==> config.mk <==
export PLATFORM = sky130hd
export DESIGN_NAME = pc_fetch_ctrl
export DESIGN_NICKNAME = d
export VERILOG_FILES = /design/src/rtl/fetch_pkg.sv /design/src/rtl/pc_fetch_ctrl.sv
export SDC_FILE = /design/constraint.sdc
export NUM_CORES = 1
export LEC_CHECK = 0
export ABC_CLOCK_PERIOD_IN_PS = 6800
export CAP_MARGIN = 5
export CORE_ASPECT_RATIO = 1.25
export CORE_UTILIZATION = 45
export CTS_BUF_LIST = sky130_fd_sc_hd__clkbuf_2 sky130_fd_sc_hd__clkbuf_4 sky130_fd_sc_hd__clkbuf_8
export DETAILED_ROUTE_END_ITERATION = 8
export PLACE_DENSITY = 0.73
export RECOVER_POWER = 50
export SLEW_MARGIN = 20
export SYNTH_ARGS = -nofsm -noshare
export SYNTH_HDL_FRONTEND = slang
export SYNTH_SLANG_ARGS = --single-unit
==> constraint.sdc <==
create_clock -name clk -period 6.8 [get_ports clk]
set_input_delay 1.02 -clock clk [delete_from_list [all_inputs] [get_ports clk]]
set_output_delay 1.02 -clock clk [all_outputs]
set_load 0.01 [all_outputs]
==> src/rtl/fetch_pkg.sv <==
// Shared definitions for the instruction fetch controller.
package fetch_pkg;

  localparam int unsigned PcW            = 32;
  localparam int unsigned DefaultIdxW    = 8;
  localparam logic [31:0] DefaultResetPc = 32'h0000_0000;

  // A misaligned redirect parks the fetcher in StHalt until reset.
  typedef enum logic {
    StRun  = 1'b0,
    StHalt = 1'b1
  } fetch_state_e;

endpackage

==> src/rtl/pc_fetch_ctrl.sv <==
// PC generation and fetch control in front of a synchronous (1-cycle) instruction memory.
// F is the address being read this cycle; if_pc_o tags the word the memory presents now.
module pc_fetch_ctrl
  import fetch_pkg::*;
#(
  parameter logic [PcW-1:0] RESET_PC = DefaultResetPc,
  parameter int unsigned    IDX_W    = DefaultIdxW
) (
  input  logic             clk,
  input  logic             rst_n,
  input  logic             stall_i,
  input  logic             redirect_i,
  input  logic [PcW-1:0]   redirect_pc_i,
  output logic [IDX_W-1:0] imem_pc_o,
  output logic [PcW-1:0]   if_pc_o,
  output logic             if_valid_o,
  output logic             misalign_o,
  output logic [15:0]      fetch_cnt_o
);

  fetch_state_e   state_q;
  logic [PcW-1:0] f_q;
  logic [PcW-1:0] if_pc_q;
  logic           if_valid_q;
  logic           misalign_q;
  logic [15:0]    fetch_cnt_q;

  assign if_pc_o     = if_pc_q;
  assign if_valid_o  = if_valid_q;
  assign misalign_o  = misalign_q;
  assign fetch_cnt_o = fetch_cnt_q;

  // Memory address: on a plain stall re-read the held word so the memory output stays put.
  always_comb begin
    imem_pc_o = f_q[IDX_W+1:2];
    if (!rst_n) begin
      imem_pc_o = RESET_PC[IDX_W+1:2];
    end else if (state_q == StHalt) begin
      imem_pc_o = f_q[IDX_W+1:2];
    end else if (stall_i && !redirect_i) begin
      imem_pc_o = if_pc_q[IDX_W+1:2];
    end
  end

  // Fetch FSM with registered outputs; redirect outranks stall.
  always_ff @(posedge clk) begin
    if (!rst_n) begin
      state_q     <= StRun;
      f_q         <= RESET_PC;
      if_pc_q     <= RESET_PC;
      if_valid_q  <= 1'b0;
      misalign_q  <= 1'b0;
      fetch_cnt_q <= 16'd0;
    end else begin
      // if_valid_q is always 0 in StHalt, so the counter freezes there.
      if (if_valid_q && !stall_i && (fetch_cnt_q != 16'hFFFF)) begin
        fetch_cnt_q <= fetch_cnt_q + 16'd1;
      end
      unique case (state_q)
        StRun: begin
          if (redirect_i) begin
            if_valid_q <= 1'b0;
            if (redirect_pc_i[1:0] != 2'b00) begin
              state_q    <= StHalt;
              misalign_q <= 1'b1;
            end else begin
              f_q <= redirect_pc_i;
            end
          end else if (!stall_i) begin
            if_pc_q    <= f_q;
            f_q        <= f_q + 32'd4;
            if_valid_q <= 1'b1;
          end
        end
        StHalt: begin
          if_valid_q <= 1'b0;
        end
      endcase
    end
  end

endmodule
### After elaboration in Yosys (flattened, before gate mapping)

Index checks and enable logic that the tools add are counted.

| operators by class | value |
|---|---|
| add/sub/neg operators | 2 |
| eq/ne operators | 4 |
| muxes and demuxes | 12 |
| bitwise operators | 3 |
| reduce and logical (&&, ||, !) cells | 9 |

Operators by type and width:

| cell | number |
|---|---|
| $mux 32 | 3 |
| $add 32x3->32 const B | 1 |
| $mux 8 | 3 |
| $add 16x1->16 const B | 1 |
| $ne 16x16->1 const B | 1 |
| $reduce_and 3->1 | 3 |
| $mux 1 | 5 |
| $logic_and 1x1->1 | 3 |
| $ne 3x3->1 const B | 1 |
| $not 1->1 | 3 |
| $logic_not 1->1 | 2 |
| $ne 2x1->1 const B | 1 |
| $ne 2x2->1 const B | 1 |
| $pmux 1 s2 | 1 |
| $reduce_bool 2->1 | 1 |

| word-level totals | value |
|---|---|
| flip-flop bits (word level) | 83 |
| input bits | 36 |
| output and inout bits | 58 |
| word-level logic and storage cells | 36 |

### Longest topological paths before layout

| logic depth | value |
|---|---|
| depth after elaboration | 5 |
| gate-level depth with buffers | 7 |
| depth with buffers taken out | 6 |

### Least setup slack after synthesis

OpenSTA, ideal clock, no wires.

| timing | value |
|---|---|
| path kind | input-to-output |
| start | input redirect_i |
| end | output imem_pc_o[0] |
| arrival time | 2.196 ns |
| required time | 5.780 ns |
| path slack | 3.584 ns |
| stages on the path | 6 |
| path buffers | 3 |
| cells stage by stage | buf_6 -> clkbuf_1 -> nor3b_1 -> buf_1 -> mux2i_1 -> nor2_1 |

| between the ends | value |
|---|---|
| cells in the longest elaborated chain, start to end | 5 |

RTL lines:

| item | line | source |
|---|---|---|
| start, declared | pc_fetch_ctrl.sv:12 | `input logic redirect_i,` |
| $logic_not 1->1 | pc_fetch_ctrl.sv:40 | `end else if (stall_i && !redirect_i) begin` |
| $logic_and 1x1->1 | pc_fetch_ctrl.sv:40 |  |
| $mux 8 | pc_fetch_ctrl.sv:40 |  |
| $mux 8 | pc_fetch_ctrl.sv:38 | `end else if (state_q == StHalt) begin` |
| $mux 8 | pc_fetch_ctrl.sv:36 | `if (!rst_n) begin` |
| end, declared | pc_fetch_ctrl.sv:14 | `output logic [IDX_W-1:0] imem_pc_o,` |

No other way between the ends.

### Worst setup path in the final report

| timing | value |
|---|---|
| start | input rst_n |
| end | output imem_pc_o[0] |

| between the ends | value |
|---|---|
| cells in the longest elaborated chain, start to end | 1 |

RTL lines:

| item | line | source |
|---|---|---|
| start, declared | pc_fetch_ctrl.sv:10 | `input logic rst_n,` |
| $mux 8 | pc_fetch_ctrl.sv:36 |  |

No other way between the ends.

==> impl_metrics.csv <==
group,metric,value,unit
critical_path,critPathKind,"input port to output pin",
placed_design,placed_area,5076,µm²
power_and_ir_drop,power.internal,0.0007828,W
hold_path,min_delay_worst_endpoint,"if_pc_o[0]",
synth,syn_nets,582,
clocking,clk_pin_slew,0.08,ns
floorplanning,dieArea,9471,µm²
final_layout,fin_util,0.6067,
clocking,postCtsResizedCells,0,
global_route,antenna_found_initial,0,
sta,rsz0062_at_grt,"false",
final_layout,nFillCells,835,
status,status,"finished clean",
final_layout,layout-drive-gt1-share,0.05466,
synth,yosysUniqueCellTypes,53,
power_and_ir_drop,power_leakage,1.891,nW
clocking,clock_latency,0.36,ns
clocking,cts_setup_buffers,0,
critical_path,path_max_fanout,25,
floorplanning,fp.dieW,87.25,µm
floorplanning,core,8748,µm²
sta,slew_headroom,0.2212,
sta,maxSlewViolCount,0,
synth,syn_area_per_cell,7.514,µm²
critical_path,start_kind,"input port",
detailed_routing,dr.pass1.iters,5,
global_route,grt_overflow_total,0,
floorplanning,rows,38,
synth,netlist_area,4088,µm²
power_and_ir_drop,p_switching,0.0002575,W
global_route,grt_pass1_vias,3888,
detailed_routing,vias,4299,
synth,synth_edf_count,0,
final_layout,area_growth,29.84,%
clocking,clk_path_buf_depth,2,
placed_design,dp.cells,726,
power_and_ir_drop,pwr-share-clk,0.401,
clocking,cts.hold.buffers_added,0,
placed_design,gp_congestion,0.8704,
critical_path,r2r_cells,5,
hold_path,hp-start,"f_q[0]",
clocking,cts_tree,"built",
sta,fin_setup_tns,0,ns
final_layout,final_nets,655,
clocking,cts_buffers,9,
sta,worst_clock_skew,0.01055,ns
sta,finalSetupViolCount,0,
sta,fmax,201.7,MHz
power_and_ir_drop,peakVddDrop,0.09528,mV
hold_path,min_path_type,"flip-flop to flip-flop",
synth,synth_top_area_share,0.4065,
synth,synth_cells,544,
final_layout,n_antenna_cell,0,
power_and_ir_drop,pwr-share-seq,0.497,
detailed_routing,drc_errors,0,
sta,finalCritPeriodShare,0.7291,
global_route,grt_pass1_wl,18480,µm
sta,fin_crit,4.958,ns
detailed_routing,drt-initial-drc-count,373,
synth,synthTopCellsByArea,"dfxtp_1, nand2_1, a21oi_1",
critical_path,ff2ff_setup_slack,4.14,ns
critical_path,r2r-end,"f_q[30]",
power_and_ir_drop,switching_share,0.2475,
detailed_routing,avgViaCountPerCell,5.794,
flow_run,cap_viol_max_count,0,
floorplanning,start_util,0.4672,
critical_path,crit_arrival,3.94,ns
final_layout,design_area,5308,µm²
placed_design,dp_hpwl,7729,µm
power_and_ir_drop,power_density,196.0,nW/µm²
global_route,gr-usage-all-layers,0.2474,
placed_design,io_buffers,93,
global_route,grt_max_degree,63,
synth,ys.flop_type,"dfxtp_1",
floorplanning,die_height,108.6,µm
sta,tightest_slew,1.168,ns
sta,hold_viol,0,
synth,synthArstFlopShare,0,
synth,ys_ff_latch,83,
clocking,h-tree-depth,3,
detailed_routing,drt-total-wl,11570,µm
synth,synth_largest_area_cell,"dfxtp_1",
detailed_routing,wl_per_cell,15.59,µm
critical_path,required,5.78,ns
critical_path,reg2reg_from,"f_q[2]",
synth,ys_warn_count,0,
clocking,cts_root_buf,"clkbuf_8",
final_layout,fin_cells,742,
synth,yosysSeqAreaShare,0.4065,
detailed_routing,ant_nets,0,
clocking,cts.sinks,83,
floorplanning,ioPinCount,94,
critical_path,end_kind,"output pin",
power_and_ir_drop,combPwrFrac,0.102,
hold_path,hold_depth,2,
-- sequential cells by signal (all words and copies together), names as in the netlist --
| name | flops |
|---|---|
| state_q | 1 |
| if_valid_o | 1 |
| fetch_cnt_o | 16 |
| misalign_o | 1 |
| if_pc_o | 32 |
| f_q | 32 |
-- stage by stage --
stage / power, W / worst slack, ns / hold slack (ns)
final: 0.001040 / 1.842 / 0.4482
after floorplan: 0.0005840 / 3.584 / 0.4274
after detailed placement: 0.0006351 / 2.890 / 0.4471
after global routing: 0.001074 / 1.649 / 0.4782
after global placement: 0.0006324 / 2.943 / 0.4435
after CTS: 0.001045 / 2.886 / 0.4517
-- cells by family after synthesis --
family                     after synthesis  share of synthesized area
AOI/OAI and AO/OA                      125                     0.1837
xor gates and xnor gates                 8                    0.01714
adders and majority gates                2                   0.006121
buffers and inverters                   42                    0.04132
DFF                                     83                     0.4065
muxes                                   13                    0.03245
and+or+nand+nor                        271                     0.3128
-- power by group through the flow --
stage | clock [W] | combinational (W) | sequential, W
after global routing | 0.000439 | 0.000116 | 0.000519
after floorplan | 0 | 0.0000627 | 0.000521
after global placement | 0 | 0.000105 | 0.000527
final | 0.000417 | 0.000106 | 0.000517
after CTS | 0.000421 | 0.000108 | 0.000517
after detailed placement | 0 | 0.000107 | 0.000528
-- cells in the final DEF (no fill, tap or decap), types with 5 or more instances in the layout --
| cell | n |
|---|---|
| nand2_1 | 108 |
| dfxtp_1 | 83 |
| a21oi_1 | 60 |
| nor2_1 | 55 |
| dlygate4sd3_1 | 51 |
| clkdlybuf4s50_1 | 41 |
| nand3_1 | 29 |
| o21ai_0 | 21 |
| nor3_1 | 16 |
| nand4_1 | 14 |
| mux2i_1 | 11 |
| clkbuf_8 | 11 |
| a31oi_1 | 10 |
| nor4_1 | 9 |
| buf_4 | 6 |
| xnor2_1 | 5 |
| and3_1 | 5 |
| a22oi_1 | 5 |
-- synth_stat cells, types with 5 or more instances --
| cell | number |
|---|---|
| xnor2_1 | 5 |
| and3_1 | 5 |
| nand2_1 | 108 |
| nor3_1 | 17 |
| nor2_1 | 56 |
| o21ai_0 | 21 |
| nor4_1 | 9 |
| nand3_1 | 29 |
| a21oi_1 | 60 |
| a22oi_1 | 5 |
| a31oi_1 | 10 |
| clkbuf_1 | 27 |
| mux2i_1 | 11 |
| dfxtp_1 | 83 |
| nand4_1 | 14 |
| buf_1 | 7 |
-- worst max-delay path by stage --
stage	start	endpoint	cells past startpoint
after floorplan	redirect_i	imem_pc_o[0]	6
after global placement	stall_i	imem_pc_o[0]	6
after detailed placement	stall_i	imem_pc_o[4]	6
after CTS	stall_i	imem_pc_o[4]	6
after global routing	rst_n	imem_pc_o[2]	5
final	rst_n	imem_pc_o[0]	5
-- routing by layer --
metal / vias to the layer above / routed length (µm) / track usage
met5: - / 0 / 0
met4: 0 / 255 / 0.1077
met3: 23 / 640 / 0.03282
met2: 176 / 5685 / 0.4230
met1: 2008 / 4985 / 0.3088
li1: 2092 / - / -
-- critical path, stage by stage --
cell             delay [ns]
dlygate4sd3_1          0.53
clkbuf_1               0.86
inv_1                  0.70
nor2_1                 0.25
clkdlybuf4s50_1        0.56
-- final cells by class --
type,count,area [µm²],area share
multi-input cells,419,2271,0.4279
flip-flops and latches,83,1662,0.3131
repair buffers,100,974.7,0.1836
clock buffers,13,166.4,0.03135
well taps,120,150.1,0.02829
clock inverters,3,68.82,0.01297
inverters,4,15.01,0.002829
No activity file was read; power rests on OpenSTA's default activity.
